File: src/rtl/load_store_unit_pkg.sv
// Shared encodings for the load/store unit: access sizes, FSM states,
// and the wait-counter width.
package load_store_unit_pkg;

  typedef enum logic [1:0] {
    SZ_BYTE  = 2'd0,
    SZ_HALF  = 2'd1,
    SZ_WORD  = 2'd2,
    SZ_DWORD = 2'd3
  } lsu_size_e;

  typedef enum logic [1:0] {
    ST_IDLE   = 2'd0,
    ST_ACCESS = 2'd1,
    ST_RESP   = 2'd2
  } lsu_state_e;

  // Wide enough for the largest legal TIMEOUT (255)
  localparam int WAIT_W = 8;

  function automatic int size_bytes(lsu_size_e s);
    return 1 << s;
  endfunction

endpackage

File: src/rtl/load_store_unit_if.sv
// Request/response handshake between a requester (master) and the
// load/store unit (slave).
interface load_store_unit_if
  import load_store_unit_pkg::*;
#(
  parameter int DATA_W = 32,
  parameter int ADDR_W = 32
);
  logic              req_valid;
  logic              req_ready;
  logic              req_we;
  lsu_size_e         req_size;
  logic              req_signed;
  logic [ADDR_W-1:0] req_addr;
  logic [DATA_W-1:0] req_wdata;
  logic              rsp_valid;
  logic [DATA_W-1:0] rsp_rdata;
  logic              rsp_err;

  modport master (
    output req_valid, req_we, req_size, req_signed, req_addr, req_wdata,
    input  req_ready, rsp_valid, rsp_rdata, rsp_err
  );

  modport slave (
    input  req_valid, req_we, req_size, req_signed, req_addr, req_wdata,
    output req_ready, rsp_valid, rsp_rdata, rsp_err
  );
endinterface

File: src/rtl/load_store_unit_align.sv
// Combinational lane logic: byte enables, store lane shift, load
// extract/extend, plus alignment and size legality checks.
module lsu_align
  import load_store_unit_pkg::*;
#(
  parameter int DATA_W = 32,
  parameter int BE_W   = DATA_W / 8,
  parameter int OFF_W  = $clog2(DATA_W / 8)
) (
  input  lsu_size_e         size,
  input  logic              sgn,
  input  logic [OFF_W-1:0]  off,
  input  logic [DATA_W-1:0] wdata,
  input  logic [DATA_W-1:0] rdata,
  output logic [BE_W-1:0]   be,
  output logic [DATA_W-1:0] wdata_sh,
  output logic [DATA_W-1:0] rdata_ext,
  output logic              misaligned,
  output logic              illegal
);

  int                nb;
  logic [BE_W-1:0]   base_be;
  logic [DATA_W-1:0] keep;
  logic [DATA_W-1:0] sh;
  logic [OFF_W-1:0]  amask;
  logic              msb;

  always_comb begin
    nb      = size_bytes(size);
    base_be = '0;
    keep    = '0;
    for (int b = 0; b < BE_W; b++) begin
      base_be[b]     = (b < nb);
      keep[b*8 +: 8] = {8{b < nb}};
    end
    be         = base_be << off;
    amask      = OFF_W'(nb - 1);
    misaligned = |(off & amask);
    illegal    = (size == SZ_DWORD) && (DATA_W != 64);

    // Store data is right-justified; drop bits above the access size
    wdata_sh = (wdata & keep) << {off, 3'b000};

    sh = rdata >> {off, 3'b000};
    case (size)
      SZ_BYTE: msb = sh[7];
      SZ_HALF: msb = sh[15];
      SZ_WORD: msb = sh[31];
      default: msb = sh[DATA_W-1];
    endcase
    rdata_ext = (sh & keep) | (~keep & {DATA_W{sgn & msb}});
  end

endmodule

File: src/rtl/load_store_unit.sv
// Single-outstanding load/store unit: latches one request, runs one memory
// access with an ack timeout, and returns a one-cycle response.
//
// state     | meaning
// ----------+-----------------------------------------------------------
// ST_IDLE   | req_ready=1, waiting for req_valid
// ST_ACCESS | mem_en held with stable be/addr/wdata until ack or timeout
// ST_RESP   | rsp_valid pulse for one cycle, then back to IDLE
module load_store_unit
  import load_store_unit_pkg::*;
#(
  parameter int DATA_W  = 32,
  parameter int ADDR_W  = 32,
  parameter int TIMEOUT = 15
) (
  input  logic                   clk,
  input  logic                   rst,
  load_store_unit_if.slave       bus,
  output logic                   mem_en,
  output logic                   mem_we,
  output logic [DATA_W/8-1:0]    mem_be,
  output logic [ADDR_W-1:0]      mem_addr,
  output logic [DATA_W-1:0]      mem_wdata,
  input  logic [DATA_W-1:0]      mem_rdata,
  input  logic                   mem_ack
);

  localparam int BE_W  = DATA_W / 8;
  localparam int OFF_W = $clog2(DATA_W / 8);

  lsu_state_e        state;
  logic [WAIT_W-1:0] wait_cnt;
  logic              lat_we;
  lsu_size_e         lat_size;
  logic              lat_signed;
  logic [OFF_W-1:0]  lat_off;

  lsu_size_e         al_size;
  logic              al_sgn;
  logic [OFF_W-1:0]  al_off;
  logic [BE_W-1:0]   al_be;
  logic [DATA_W-1:0] al_wdata;
  logic [DATA_W-1:0] al_rdata;
  logic              al_misaligned;
  logic              al_illegal;

  // Aligner looks at the live request while idle, the latched one afterwards
  assign al_size = (state == ST_IDLE) ? bus.req_size   : lat_size;
  assign al_sgn  = (state == ST_IDLE) ? bus.req_signed : lat_signed;
  assign al_off  = (state == ST_IDLE) ? bus.req_addr[OFF_W-1:0] : lat_off;

  lsu_align #(.DATA_W(DATA_W)) u_align (
    .size       (al_size),
    .sgn        (al_sgn),
    .off        (al_off),
    .wdata      (bus.req_wdata),
    .rdata      (mem_rdata),
    .be         (al_be),
    .wdata_sh   (al_wdata),
    .rdata_ext  (al_rdata),
    .misaligned (al_misaligned),
    .illegal    (al_illegal)
  );

  always_ff @(posedge clk) begin
    if (rst) begin
      state         <= ST_IDLE;
      wait_cnt      <= '0;
      lat_we        <= 1'b0;
      lat_size      <= SZ_BYTE;
      lat_signed    <= 1'b0;
      lat_off       <= '0;
      bus.req_ready <= 1'b1;
      bus.rsp_valid <= 1'b0;
      bus.rsp_rdata <= '0;
      bus.rsp_err   <= 1'b0;
      mem_en        <= 1'b0;
      mem_we        <= 1'b0;
      mem_be        <= '0;
      mem_addr      <= '0;
      mem_wdata     <= '0;
    end else begin
      bus.rsp_valid <= 1'b0;
      case (state)
        ST_IDLE: begin
          if (bus.req_valid) begin
            lat_we        <= bus.req_we;
            lat_size      <= bus.req_size;
            lat_signed    <= bus.req_signed;
            lat_off       <= bus.req_addr[OFF_W-1:0];
            bus.req_ready <= 1'b0;
            if (al_misaligned || al_illegal) begin
              state         <= ST_RESP;
              bus.rsp_valid <= 1'b1;
              bus.rsp_err   <= 1'b1;
              bus.rsp_rdata <= '0;
            end else begin
              state     <= ST_ACCESS;
              wait_cnt  <= '0;
              mem_en    <= 1'b1;
              mem_we    <= bus.req_we;
              mem_be    <= al_be;
              mem_addr  <= {bus.req_addr[ADDR_W-1:OFF_W], {OFF_W{1'b0}}};
              mem_wdata <= al_wdata;
            end
          end
        end
        ST_ACCESS: begin
          // Ack takes priority over a coincident timeout
          if (mem_ack || (wait_cnt == WAIT_W'(TIMEOUT - 1))) begin
            state         <= ST_RESP;
            bus.rsp_valid <= 1'b1;
            bus.rsp_err   <= !mem_ack;
            bus.rsp_rdata <= (mem_ack && !lat_we) ? al_rdata : '0;
            mem_en        <= 1'b0;
            mem_we        <= 1'b0;
            mem_be        <= '0;
            mem_addr      <= '0;
            mem_wdata     <= '0;
          end else begin
            wait_cnt <= wait_cnt + 1'b1;
          end
        end
        ST_RESP: begin
          state         <= ST_IDLE;
          bus.req_ready <= 1'b1;
        end
        default: begin
          state         <= ST_IDLE;
          bus.req_ready <= 1'b1;
        end
      endcase
    end
  end

endmodule

File: src/flat_wrapper.sv
// flat-port wrapper written by rule: the top's interface ports become plain ports
module load_store_unit_flat import load_store_unit_pkg::*;
#(
  parameter int DATA_W  = 32,
  parameter int ADDR_W  = 32,
  parameter int TIMEOUT = 15
)
  (clk, rst, mem_en, mem_we, mem_be, mem_addr, mem_wdata, mem_rdata, mem_ack, bus_req_valid, bus_req_we, bus_req_size, bus_req_signed, bus_req_addr, bus_req_wdata, bus_req_ready, bus_rsp_valid, bus_rsp_rdata, bus_rsp_err);
  load_store_unit_if #(.DATA_W(DATA_W), .ADDR_W(ADDR_W)) bus_i ();
  input  logic clk;
  input  logic rst;
  output logic mem_en;
  output logic mem_we;
  output logic [DATA_W/8-1:0] mem_be;
  output logic [ADDR_W-1:0] mem_addr;
  output logic [DATA_W-1:0] mem_wdata;
  input  logic [DATA_W-1:0] mem_rdata;
  input  logic mem_ack;
  input wire logic [$bits(bus_i.req_valid)-1:0] bus_req_valid;
  input wire logic [$bits(bus_i.req_we)-1:0] bus_req_we;
  input wire logic [$bits(bus_i.req_size)-1:0] bus_req_size;
  input wire logic [$bits(bus_i.req_signed)-1:0] bus_req_signed;
  input wire logic [$bits(bus_i.req_addr)-1:0] bus_req_addr;
  input wire logic [$bits(bus_i.req_wdata)-1:0] bus_req_wdata;
  output wire logic [$bits(bus_i.req_ready)-1:0] bus_req_ready;
  output wire logic [$bits(bus_i.rsp_valid)-1:0] bus_rsp_valid;
  output wire logic [$bits(bus_i.rsp_rdata)-1:0] bus_rsp_rdata;
  output wire logic [$bits(bus_i.rsp_err)-1:0] bus_rsp_err;
  assign bus_i.req_valid = bus_req_valid;
  assign bus_i.req_we = bus_req_we;
  assign bus_i.req_size = bus_req_size;
  assign bus_i.req_signed = bus_req_signed;
  assign bus_i.req_addr = bus_req_addr;
  assign bus_i.req_wdata = bus_req_wdata;
  assign bus_req_ready = bus_i.req_ready;
  assign bus_rsp_valid = bus_i.rsp_valid;
  assign bus_rsp_rdata = bus_i.rsp_rdata;
  assign bus_rsp_err = bus_i.rsp_err;
  load_store_unit #(.DATA_W(DATA_W), .ADDR_W(ADDR_W), .TIMEOUT(TIMEOUT)) u_core (.clk(clk), .rst(rst), .bus(bus_i), .mem_en(mem_en), .mem_we(mem_we), .mem_be(mem_be), .mem_addr(mem_addr), .mem_wdata(mem_wdata), .mem_rdata(mem_rdata), .mem_ack(mem_ack));
endmodule
File: config.mk
export PLATFORM = sky130hd
export DESIGN_NAME = load_store_unit_flat
export DESIGN_NICKNAME = d
export VERILOG_FILES = /design/src/rtl/load_store_unit_pkg.sv /design/src/rtl/load_store_unit_if.sv /design/src/rtl/load_store_unit_align.sv /design/src/rtl/load_store_unit.sv /design/src/flat_wrapper.sv
export SDC_FILE = /design/constraint.sdc
export NUM_CORES = 1
export LEC_CHECK = 0
export CORE_ASPECT_RATIO = 1.75
export CORE_MARGIN = 10
export CORE_UTILIZATION = 50
export CTS_BUF_LIST = sky130_fd_sc_hd__clkbuf_4
export DETAILED_ROUTE_END_ITERATION = 8
export DONT_BUFFER_PORTS = 1
export SYNTH_ARGS = -nofsm -noshare
export SYNTH_HDL_FRONTEND = slang
export SYNTH_HIERARCHICAL = 1
export SYNTH_SLANG_ARGS = --single-unit
File: constraint.sdc
create_clock -name clk -period 5.6 [get_ports clk]
set_input_delay 1.12 -clock clk [delete_from_list [all_inputs] [get_ports clk]]
set_output_delay 1.12 -clock clk [all_outputs]
set_load 0.1 [all_outputs]
==> results of run 1 <==
## per-stage QoR
stage | instance area [um^2] | worst slack (ns)
final | 5790 | 1.28
after global placement | 5490 | 1.12
after global routing | 5790 | 0.954
after CTS | 5790 | 1.27
after detailed placement | 5490 | 1.05
after floorplan | 5570 | 1.97
## cells in the final DEF, fill, tap and decap left out, drive strengths merged, types with 9 or more instances in the layout
master and n:
dfxtp 119, a22o 99, and2 27, clkbuf 19, nor2 50, a221oi 9, nor2b 12, a21oi 26
o22ai 9, mux2i 16, nand3 13, nand2 47, o21ai 31
## logic make-up (layout without fill, tap and decap cells)
kind of cell,count (synthesis),in the layout,share of synthesized area
AND/OR/NAND/NOR,170,170,0.151
multiplexers,26,26,0.0544
adder cells (fa/ha/maj),4,4,0.00899
buffers and inverters,67,42,0.0582
flip-flops,119,119,0.428
AO/OA/AOI/OAI,221,221,0.298
other,1,3,0.000674
## worst max-delay path, stage by stage, from the launching register on
cell	delay, ns
sky130_fd_sc_hd__dfxtp_1	0.38
sky130_fd_sc_hd__nor2_1	0.38
sky130_fd_sc_hd__mux2_2	0.53
sky130_fd_sc_hd__nor2_1	0.50
sky130_fd_sc_hd__inv_1	0.34
sky130_fd_sc_hd__ha_1	0.37
sky130_fd_sc_hd__o21ai_0	0.13
sky130_fd_sc_hd__or3_1	0.59
sky130_fd_sc_hd__nor2_8	0.73
sky130_fd_sc_hd__a22o_1	0.27
## registers in the layout, indices dropped and copies added (netlist names), 2 cells and up
signal	cells
u_core/state	2
u_core/lat_off	2
u_core/mem_be	4
u_core/wait_cnt	8
u_core/mem_addr	30
u_core/bus.rsp_rdata	32
u_core/mem_wdata	32
u_core/lat_size	2
## worst max-delay path by stage
stage | end | slack [ns]
after floorplan | u_core/mem_addr[18]$_SDFFE_PP0P_ | 1.97
after global placement | u_core/mem_addr[8]$_SDFFE_PP0P_ | 1.12
after detailed placement | u_core/mem_addr[4]$_SDFFE_PP0P_ | 1.05
after CTS | u_core/mem_wdata[21]$_SDFFE_PP0P_ | 1.27
after global routing | u_core/mem_addr[24]$_SDFFE_PP0P_ | 0.95
final | u_core/mem_wdata[21]$_SDFFE_PP0P_ | 1.28
## cell type report
type	count	area (um^2)	share of cell area
diodes	1	2.50	0.000432
clock buffers	19	143	0.0246
clock inverters	11	158	0.0272
inverters	8	30.0	0.00518
multi-input cells	423	2890	0.498
flip-flops and latches	119	2380	0.411
well taps	130	163	0.0281
repair buffers	4	30.0	0.00518
## where the power goes
group | internal, W | leakage, nW | switching, W | total (W)
logic | 0.000278 | 1.14 | 0.000496 | 0.000774
registers | 0.000937 | 0.966 | 0.000675 | 0.00161
clock network | 0.000354 | 0.159 | 0.000302 | 0.000657
## layer usage
layer  up-vias  share of wire  routed length (um)  track usage
met1      2179           0.33                5860        0.199
met5         -              0                   0            0
met3        28           0.11                1870       0.0903
met2       204           0.53                9240        0.364
met4         0          0.030                 526       0.0942
li1       2180              -                   -            -
==> impl_summary.log, run 1 <==
[metrics] final hold slack: 0.456 ns
[metrics] power density normalized to cell area: 525 nW/um^2
[metrics] Peak supply drop: 0.000302 V
[metrics] category of the worst setup path capture point: flip-flop
[metrics] clock-pin slew reported for the worst setup and hold paths after clock tree synthesis: 0.10 ns
[metrics] fraction of the core area covered by cells at the end of the flow: 0.535
[metrics] worst reg2reg path depth: 9
[metrics] Relative slew margins: 0.163
[metrics] R2R setup slack: 1.28 ns
[metrics] RSZ-0062 raised after global routing: no
[metrics] CTS tree: done
[metrics] Total Nets Final: 681
[metrics] via total after detailed routing: 4,591
[metrics] CP startpoint: u_core/state[1]$_SDFFE_PP0P_
[metrics] first-pass GRT wire length: 25,800 um
[metrics] I/O Buffers: 0
[metrics] R2R Path End: u_core/mem_wdata[21]$_SDFFE_PP0P_
[metrics] crit path max fanout: 67
[metrics] maximum level of the CTS H-tree: 4
[metrics] ratio of cells with drive above 1 in the final layout: 0.0890
[metrics] final antenna-violating net count: 0
[metrics] number of different library cells in the post-synthesis netlist: 52
[metrics] type of the tightest min-delay check: reg2reg
[metrics] number of standard-cell rows in the floorplan: 50
[metrics] achievable frequency: 231 MHz
[metrics] Setup Buffers After CTS: 0
[metrics] clock tree buffer depth: 2
[metrics] transition time at the pin with the least slew margin: 1.25 ns
[metrics] starting density of the core: 0.514
[metrics] number of instances in the synthesized netlist: 608
[metrics] number of flops mapped to enable cells by yosys: 0
[metrics] critical register-to-register path startpoint: u_core/state[1]$_SDFFE_PP0P_
[metrics] max-slew violation count: 0
[metrics] run status: completed
[metrics] Worst Path Required: 6.03 ns
[metrics] cell types with the largest area share after synthesis: sky130_fd_sc_hd__dfxtp_1 43%, sky130_fd_sc_hd__a22o_1 16%, sky130_fd_sc_hd__nor2_1 3.3%
[metrics] HPWL after DPL: 13,300 um
[metrics] number of instances on the worst hold path: 2
[metrics] Setup-failing EPs final: 0
[metrics] layout overhead on the synthesized area: 4.07%
[metrics] cts bufs inserted: 17
[metrics] number of global-route vias before repair: 4,459
[metrics] post-placement cell count: 684
[metrics] Congestion Overflow GR: 0
[metrics] summed negative setup slack over all endpoints: 0 ns
[metrics] post-DR wirelength/cell: 24.5 um
[metrics] GRT Total Usage: 0.207
[metrics] GP Congestion: 1.01
[metrics] leakage power figure: 2.26 nW
[metrics] clock net sink count: 119
[metrics] fill cell instance count of the final layout: 1,035
[metrics] total power: 0.00304 W
[metrics] startpoint of the tightest hold check path: u_core/lat_signed$_SDFFE_PP0P_
[metrics] average instance area after synthesis: 9.16 um^2
[metrics] Die Height: 160 um
[metrics] drt first pass iters: 5
[metrics] arrival time reported for the critical path endpoint: 4.75 ns
[metrics] sequential area share after synthesis: 0.428
[metrics] Period Utilization, post-route: 0.772
[metrics] top cell type's share of synthesized area: 0.428
[metrics] type of origin of the critical path: flip-flop
[metrics] crit path kind: reg2reg
[metrics] clock period minus worst slack: 4.32 ns
[metrics] count of yosys warnings during synthesis: 6
[metrics] DIE WIDTH: 99.8 um
[metrics] WHS Endpoint: u_core/lat_signed$_SDFFE_PP0P_
[metrics] number of maximum-capacitance constraint violations: 0
[metrics] leading post-synthesis cells by instance count: 119 x sky130_fd_sc_hd__dfxtp_1, 99 x sky130_fd_sc_hd__a22o_1, 49 x sky130_fd_sc_hd__nor2_1, 47 x sky130_fd_sc_hd__nand2_1, 35 x sky130_fd_sc_hd__clkbuf_1
[metrics] maximum number of pins on one net before global-route repair: 68
[metrics] count leader, synth: sky130_fd_sc_hd__dfxtp_1
[metrics] first-iteration detailed-routing DRC count: 233
[metrics] combined area of all synthesized cells: 5570 um^2
[metrics] die outline area: 15,900 um^2
[metrics] non-filler cells, final: 715
[metrics] Total Wirelength: 17,500 um
[metrics] final-report hold violation count: 0
[metrics] number of synthesized register bits: 119
[metrics] Setup Skew: 0.0148 ns
[metrics] total of hold buffers inserted after clock tree synthesis: 0
[metrics] DR vias/cell: 6.42
[metrics] cells resized by post-CTS repair: 0
[metrics] cell accounting for the most synthesized area: sky130_fd_sc_hd__dfxtp_1
[metrics] leading register cell type out of synthesis: sky130_fd_sc_hd__dfxtp_1
[metrics] initial antenna violation count: 1
[metrics] core outline area: 10,800 um^2
[metrics] ys async rst share: 0
[metrics] detailed-route DRC error count: 0
[metrics] buffer type at the clock tree root: sky130_fd_sc_hd__clkbuf_4
[metrics] insertion delay to the later sink of the worst-skew pair: 0.50 ns
[metrics] I/O pins: 209
(Power assumes the default switching activity.)
==> run 2, diff against run 1 <==
==> constraint.sdc (replaced) <==
create_clock -name clk -period 4.35 [get_ports clk]
set_input_delay 0.87 -clock clk [delete_from_list [all_inputs] [get_ports clk]]
set_output_delay 0.87 -clock clk [all_outputs]
set_load 0.1 [all_outputs]
==> impl_summary.log, run 2 (synthesized netlist as in run 1, its figures left out) <==
[metrics] type of the tightest min-delay check: in2reg
[metrics] Period Utilization, post-route: 0.873 (+0.101)
[metrics] total power: 0.00398 W (+31%)
[metrics] largest registers: u_core/bus.rsp_rdata (32), u_core/mem_wdata (32), u_core/mem_addr (30)
[metrics] detailed-route DRC error count: 0 (unchanged)
[metrics] DIE WIDTH: 99.8 um (unchanged)
[metrics] DR vias/cell: 6.38 (-0.58%)
[metrics] area of all sequential standard cells: 2380 um^2 (unchanged)
[metrics] via total after detailed routing: 4,628 (+0.81%)
[metrics] final hold slack: 0.416 ns (-0.0405 ns)
[metrics] I/O Buffers: 0 (unchanged)
[metrics] transition time at the pin with the least slew margin: 1.08 ns (-0.177 ns)
[metrics] arrival time reported for the critical path endpoint: 4.25 ns (-0.50 ns)
[metrics] GRT Total Usage: 0.213 (+0.00599)
[metrics] dominant delay contributor by cell family on the critical path: compound AO/OA/AOI/OAI gates
[metrics] layout overhead on the synthesized area: 5.66%
[metrics] clock period minus worst slack: 3.80 ns (-0.524 ns)
[metrics] Worst Path Required: 4.80 ns (-1.23 ns)
[metrics] number of maximum-capacitance constraint violations: 0 (unchanged)
[metrics] Setup Buffers After CTS: 0 (unchanged)
[metrics] clock net sink count: 119 (unchanged)
[metrics] clock tree buffer depth: 2 (unchanged)
[metrics] Setup Skew: 0.0171 ns (+0.00236 ns)
[metrics] post-DR wirelength/cell: 24.4 um (-0.42%)
[metrics] leakage power figure: 2.31 nW (+2.0%)
[metrics] commonest cells after routing, fill and taps aside: 119 x sky130_fd_sc_hd__dfxtp_1, 99 x sky130_fd_sc_hd__a22o_1, 49 x sky130_fd_sc_hd__nor2_1, 47 x sky130_fd_sc_hd__nand2_1, 31 x sky130_fd_sc_hd__o21ai_0
[metrics] summed negative setup slack over all endpoints: 0 ns (unchanged)
[metrics] buffer type at the clock tree root: sky130_fd_sc_hd__clkbuf_4
[metrics] core outline area: 10,800 um^2 (unchanged)
[metrics] Congestion Overflow GR: 0 (unchanged)
[metrics] insertion delay to the later sink of the worst-skew pair: 0.51 ns (about the same)
[metrics] maximum number of pins on one net before global-route repair: 68 (unchanged)
[metrics] max-slew violation count: 0 (unchanged)
[metrics] fill cell instance count of the final layout: 1,022 (-1.3%)
[metrics] fraction of met2 tracks used by global routing: 0.374 (+0.0103)
[metrics] initial antenna violation count: 1 (unchanged)
[metrics] power density normalized to cell area: 677 nW/um^2 (+29%)
[metrics] CTS tree: done
[metrics] die outline area: 15,900 um^2 (unchanged)
[metrics] number of standard-cell rows in the floorplan: 50 (unchanged)
[metrics] met1 layer usage reported by global route: 0.202 (+0.00340)
[metrics] GP Congestion: 0.965 (-4.4%)
[metrics] drt first pass iters: 5 (unchanged)
[metrics] Total Nets Final: 689 (+1.2%)
[metrics] crit path kind: reg2reg
[metrics] GR Layer Usage met3: 0.0968 (+0.00651)
[metrics] Setup-failing EPs final: 0 (unchanged)
[metrics] category of the worst setup path capture point: flip-flop
[metrics] most common library cell in the layout ignoring fill and taps: sky130_fd_sc_hd__dfxtp_1
[metrics] post-layout instance area: 5880 um^2 (+1.5%)
[metrics] cts bufs inserted: 17 (unchanged)
[metrics] final-report hold violation count: 0 (unchanged)
[metrics] area occupied by multi-input gates: 2890 um^2 (unchanged)
[metrics] Die Height: 160 um (unchanged)
[metrics] total of hold buffers inserted after clock tree synthesis: 0 (unchanged)
[metrics] RSZ-0062 raised after global routing: no
[metrics] HPWL after DPL: 13,600 um (+2.0%)
[metrics] Relative slew margins: 0.281 (+0.119)
[metrics] run status: completed
[metrics] maximum level of the CTS H-tree: 4 (unchanged)
[metrics] clock-pin slew reported for the worst setup and hold paths after clock tree synthesis: 0.11 ns (about the same)
[metrics] ratio of cells with drive above 1 in the final layout: 0.103 (+0.0137)
[metrics] achievable frequency: 263 MHz (+14%)
[metrics] maximum single-stage delay on the critical path: 0.53 ns (-0.20 ns)
[metrics] worst-path cell chain: nor2_1 -> mux2_2 -> nor2_1 -> buf_4 -> inv_1 -> ha_1 -> o21ai_0 -> or3b_2 -> a21oi_1 -> a21oi_4 -> buf_4 -> a22o_1
[metrics] cell area after placement: 5560 um^2 (+1.3%)
[metrics] Peak supply drop: 0.000411 V (+36%)
[metrics] first-pass GRT wire length: 26,800 um (+3.6%)
[metrics] Total Wirelength: 17,700 um (+0.98%)
[metrics] worst-path cell with the longest stage delay: sky130_fd_sc_hd__mux2_2
[metrics] final antenna-violating net count: 0 (unchanged)
[metrics] number of global-route vias before repair: 4,556 (+2.2%)
[metrics] GRT Max-Usage Layer: met2
[metrics] first-iteration detailed-routing DRC count: 270 (+16%)
[metrics] starting density of the core: 0.514 (unchanged)
[metrics] I/O pins: 209 (unchanged)
[metrics] type of origin of the critical path: flip-flop
[metrics] cells resized by post-CTS repair: 0 (unchanged)
[metrics] Buf+Inv Stages, Crit Path: 3 (+2)
[metrics] crit path max fanout: 32 (-52%)
==> run 2: per-stage QoR <==
stage,worst slack (ns),std cells,utilization
2_1_floorplan,0.968,609,-
3_3_place_gp,0.646,692,0.514
3_5_place_dp,0.531,692,0.514
4_1_cts,0.547,724,0.543
5_1_grt,0.275,725,0.544
6_report,0.550,725,0.544
==> run 2: path summary, 6_finish.rpt <==
path         cells past startpoint  slack (ns)                            from                               end
min reg2reg                      2        0.46  u_core/lat_signed$_SDFFE_PP0P_    u_core/lat_signed$_SDFFE_PP0P_
min                              1        0.42                             rst    u_core/lat_signed$_SDFFE_PP0P_
max reg2reg                     12        0.55    u_core/state[1]$_SDFFE_PP0P_  u_core/mem_addr[25]$_SDFFE_PP0P_
max                             12        0.55    u_core/state[1]$_SDFFE_PP0P_  u_core/mem_addr[25]$_SDFFE_PP0P_
==> run 2: worst register-to-register path, stage by stage, from the launching register on <==
cell and delay (ns):
sky130_fd_sc_hd__dfxtp_1 0.38, sky130_fd_sc_hd__nor2_1 0.36, sky130_fd_sc_hd__mux2_2 0.53, sky130_fd_sc_hd__nor2_1 0.15, sky130_fd_sc_hd__buf_4 0.17, sky130_fd_sc_hd__inv_1 0.19, sky130_fd_sc_hd__ha_1 0.33, sky130_fd_sc_hd__o21ai_0 0.29
sky130_fd_sc_hd__or3b_2 0.18, sky130_fd_sc_hd__a21oi_1 0.10, sky130_fd_sc_hd__a21oi_4 0.45, sky130_fd_sc_hd__buf_4 0.41, sky130_fd_sc_hd__a22o_1 0.21
==> run 2: area by class of cell <==
class,count,area share
Multi-Input combinational cell,423,0.491
Clock buffer,18,0.0230
Tap cell,130,0.0276
Clock inverter,14,0.0308
Inverter,8,0.00510
Antenna cell,1,0.000425
Timing Repair Buffer,12,0.0174
Sequential cell,119,0.405
==> run 2: metal layers <==
metal / wire length (um) / part of all wire
met1: 5850 / 0.33
met2: 9320 / 0.53
met3: 1970 / 0.11
met4: 535 / 0.030
met5: 0 / 0
==> run 2: where the power goes <==
group          switching (W)  total, W  internal [W]
Clock               0.000416  0.000874      0.000457
Sequential          0.000869   0.00207       0.00121
Combinational       0.000648   0.00103      0.000384
Total                0.00193   0.00398       0.00205
==> run 3, diff against run 2 <==
--- a/config.mk
+++ b/config.mk
@@ -11,6 +11,7 @@
 export CTS_BUF_LIST = sky130_fd_sc_hd__clkbuf_4
 export DETAILED_ROUTE_END_ITERATION = 8
 export DONT_BUFFER_PORTS = 1
+export SKIP_CTS_REPAIR_TIMING = 1
 export SYNTH_ARGS = -nofsm -noshare
 export SYNTH_HDL_FRONTEND = slang
 export SYNTH_HIERARCHICAL = 1
==> results of run 3 <==
No change in the layout: final DEF, timing and power equal those of run 2.
==> RTL edit, RTL diff (settings of run 2) <==
Change the package constant `WAIT_W` from 8 to 12.
--- a/src/rtl/load_store_unit_pkg.sv
+++ b/src/rtl/load_store_unit_pkg.sv
@@ -17,5 +17,5 @@
 
   // Wide enough for the largest legal TIMEOUT (255)
-  localparam int WAIT_W = 8;
+  localparam int WAIT_W = 12;
 
   function automatic int size_bytes(lsu_size_e s);
Formal check against the unedited RTL: no difference found for any inputs over 4 cycles, from zero or initial values and one cycle with rst high; that may be too few to reach the edited logic, so the function may still have changed.
==> RTL edit against run 2 <==
Cell area increased by 2.4%. Power decreased by 1.6%. Final cell count rose by 2.5%. Wire length down 0.14%. Core utilization fell by 0.73 points. Worst setup slack improved by 56 ps. Synthesized cell count increased by 1.8%. Synthesized area is 3.5% higher. Combinational power decreased by 3%. Largest power group unchanged. Largest cell class unchanged. First-iteration DRC count rose by 4.4%. Sequential cell count is 4 higher. Clock power fell by 9.7%. Highest routed layer unchanged.
==> RTL edit: results (changes against run 2) <==
- Netlist cell types: 61 (+17%)
- Worst-Margin Slew: 1100 ps (+23.28 ps)
- GR Util met3: 8.624% (-1.1 points)
- WL met2: 9228 µm (-0.97%)
- Seq/Total Area, Yosys: 42.74% (-0.050 points)
- Initial DRC Count: 282 (+4.4%)
- Largest net degree at the start of global routing: 69 (+1.5%)
- Fmax: 0.2671 GHz (+1.5%)
- Run status: finished, final reports clean
- Routing usage on met2: 35.72% (-1.7 points)
- R2R depth: 11 (-1)
- Met1 Use GR: 20.82% (+0.61 points)
- Kind of cell adding the most delay to the critical path: simple AND/OR/NAND/NOR gates
- Clk_skew: 19.07 ps (+1.931 ps)
- Layout cell share with drive strength beyond 1: 11.15% (+0.88 points)
- Switching pwr: 1958 µW (+1.2%)
- Multiplexer share of the synthesized area: 6.580% (+1.1 points)
- DR WL met3: 1727 µm (-12%)
- Post-DP HPWL: 13340 µm (-1.8%)
- First-pass GRT wire length: 26720 µm (-0.16%)
- Max incr delay on CP: 510 ps (-20 ps)
- GPL Wtd Cong: 0.8643 (-10%)
- DR vias/cell: 6.307 (-1.2%)
- Adder-Cell Fraction of Synth Area: 0.8686% (-0.030 points)
- DRT Pass-1 Iters: 4 (-1)
- Leakage: 0.002379 µW (+3.1%)
- Setup WS pre-CTS: 650.2 ps (+119.5 ps)
- Reg2reg end: u_core/mem_addr[31]$_SDFFE_PP0P_
- Yosys top cell area share: 42.74% (-0.050 points)
- Global-route usage over all layers: 20.62% (-0.65 points)
- Synth area leaders: dfxtp_1 (43%), a22o_1 (15%), nand2_1 (4.0%), nor2_1 (3.2%), mux2i_1 (3.1%)
- Gate power share: 25.4% (-0.5 points)
- Synth top cells by count: dfxtp_1 (123), a22o_1 (99), nand2_1 (62)
- Number of global-route vias before repair: 4674 (+2.6%)
- Fillers: 1060 (+3.7%)
- Critical Path Fanout Max: 68 (+110%)
- Nets@finish: 706 (+2.5%)
[RTL edit: cell count changes after synthesis, sizes merged, moves of 7 or more]
cell,change
o21ai,+10
nand2,+15
nand3,-8
mux2,+7
nor2b,-9
and2,-10
[RTL edit: through the flow]
step / std cells / hold WS [ps] / power, µW / util (%)
after floorplan: 620 / 433.8 / 2947 / -
after global placement: 711 / 435.6 / 3135 / 51.15
after detailed placement: 711 / 444.0 / 3149 / 51.15
after CTS: 742 / 358.4 / 3944 / 53.61
after global routing: 743 / 353.7 / 4123 / 53.63
final: 743 / 420.1 / 3917 / 53.63
[RTL edit: area by class of cell]
cell class / instances / area (µm²) / share of cell area, %
antenna: 1 / 2.502 / 0.04155
clock buffer: 17 / 127.6 / 2.119
clock inverter: 14 / 148.9 / 2.472
inverter: 10 / 37.54 / 0.6232
multi-input combinational: 437 / 3012 / 50.00
sequential: 123 / 2462 / 40.88
tap: 132 / 165.2 / 2.742
timing repair buffer: 9 / 67.56 / 1.122
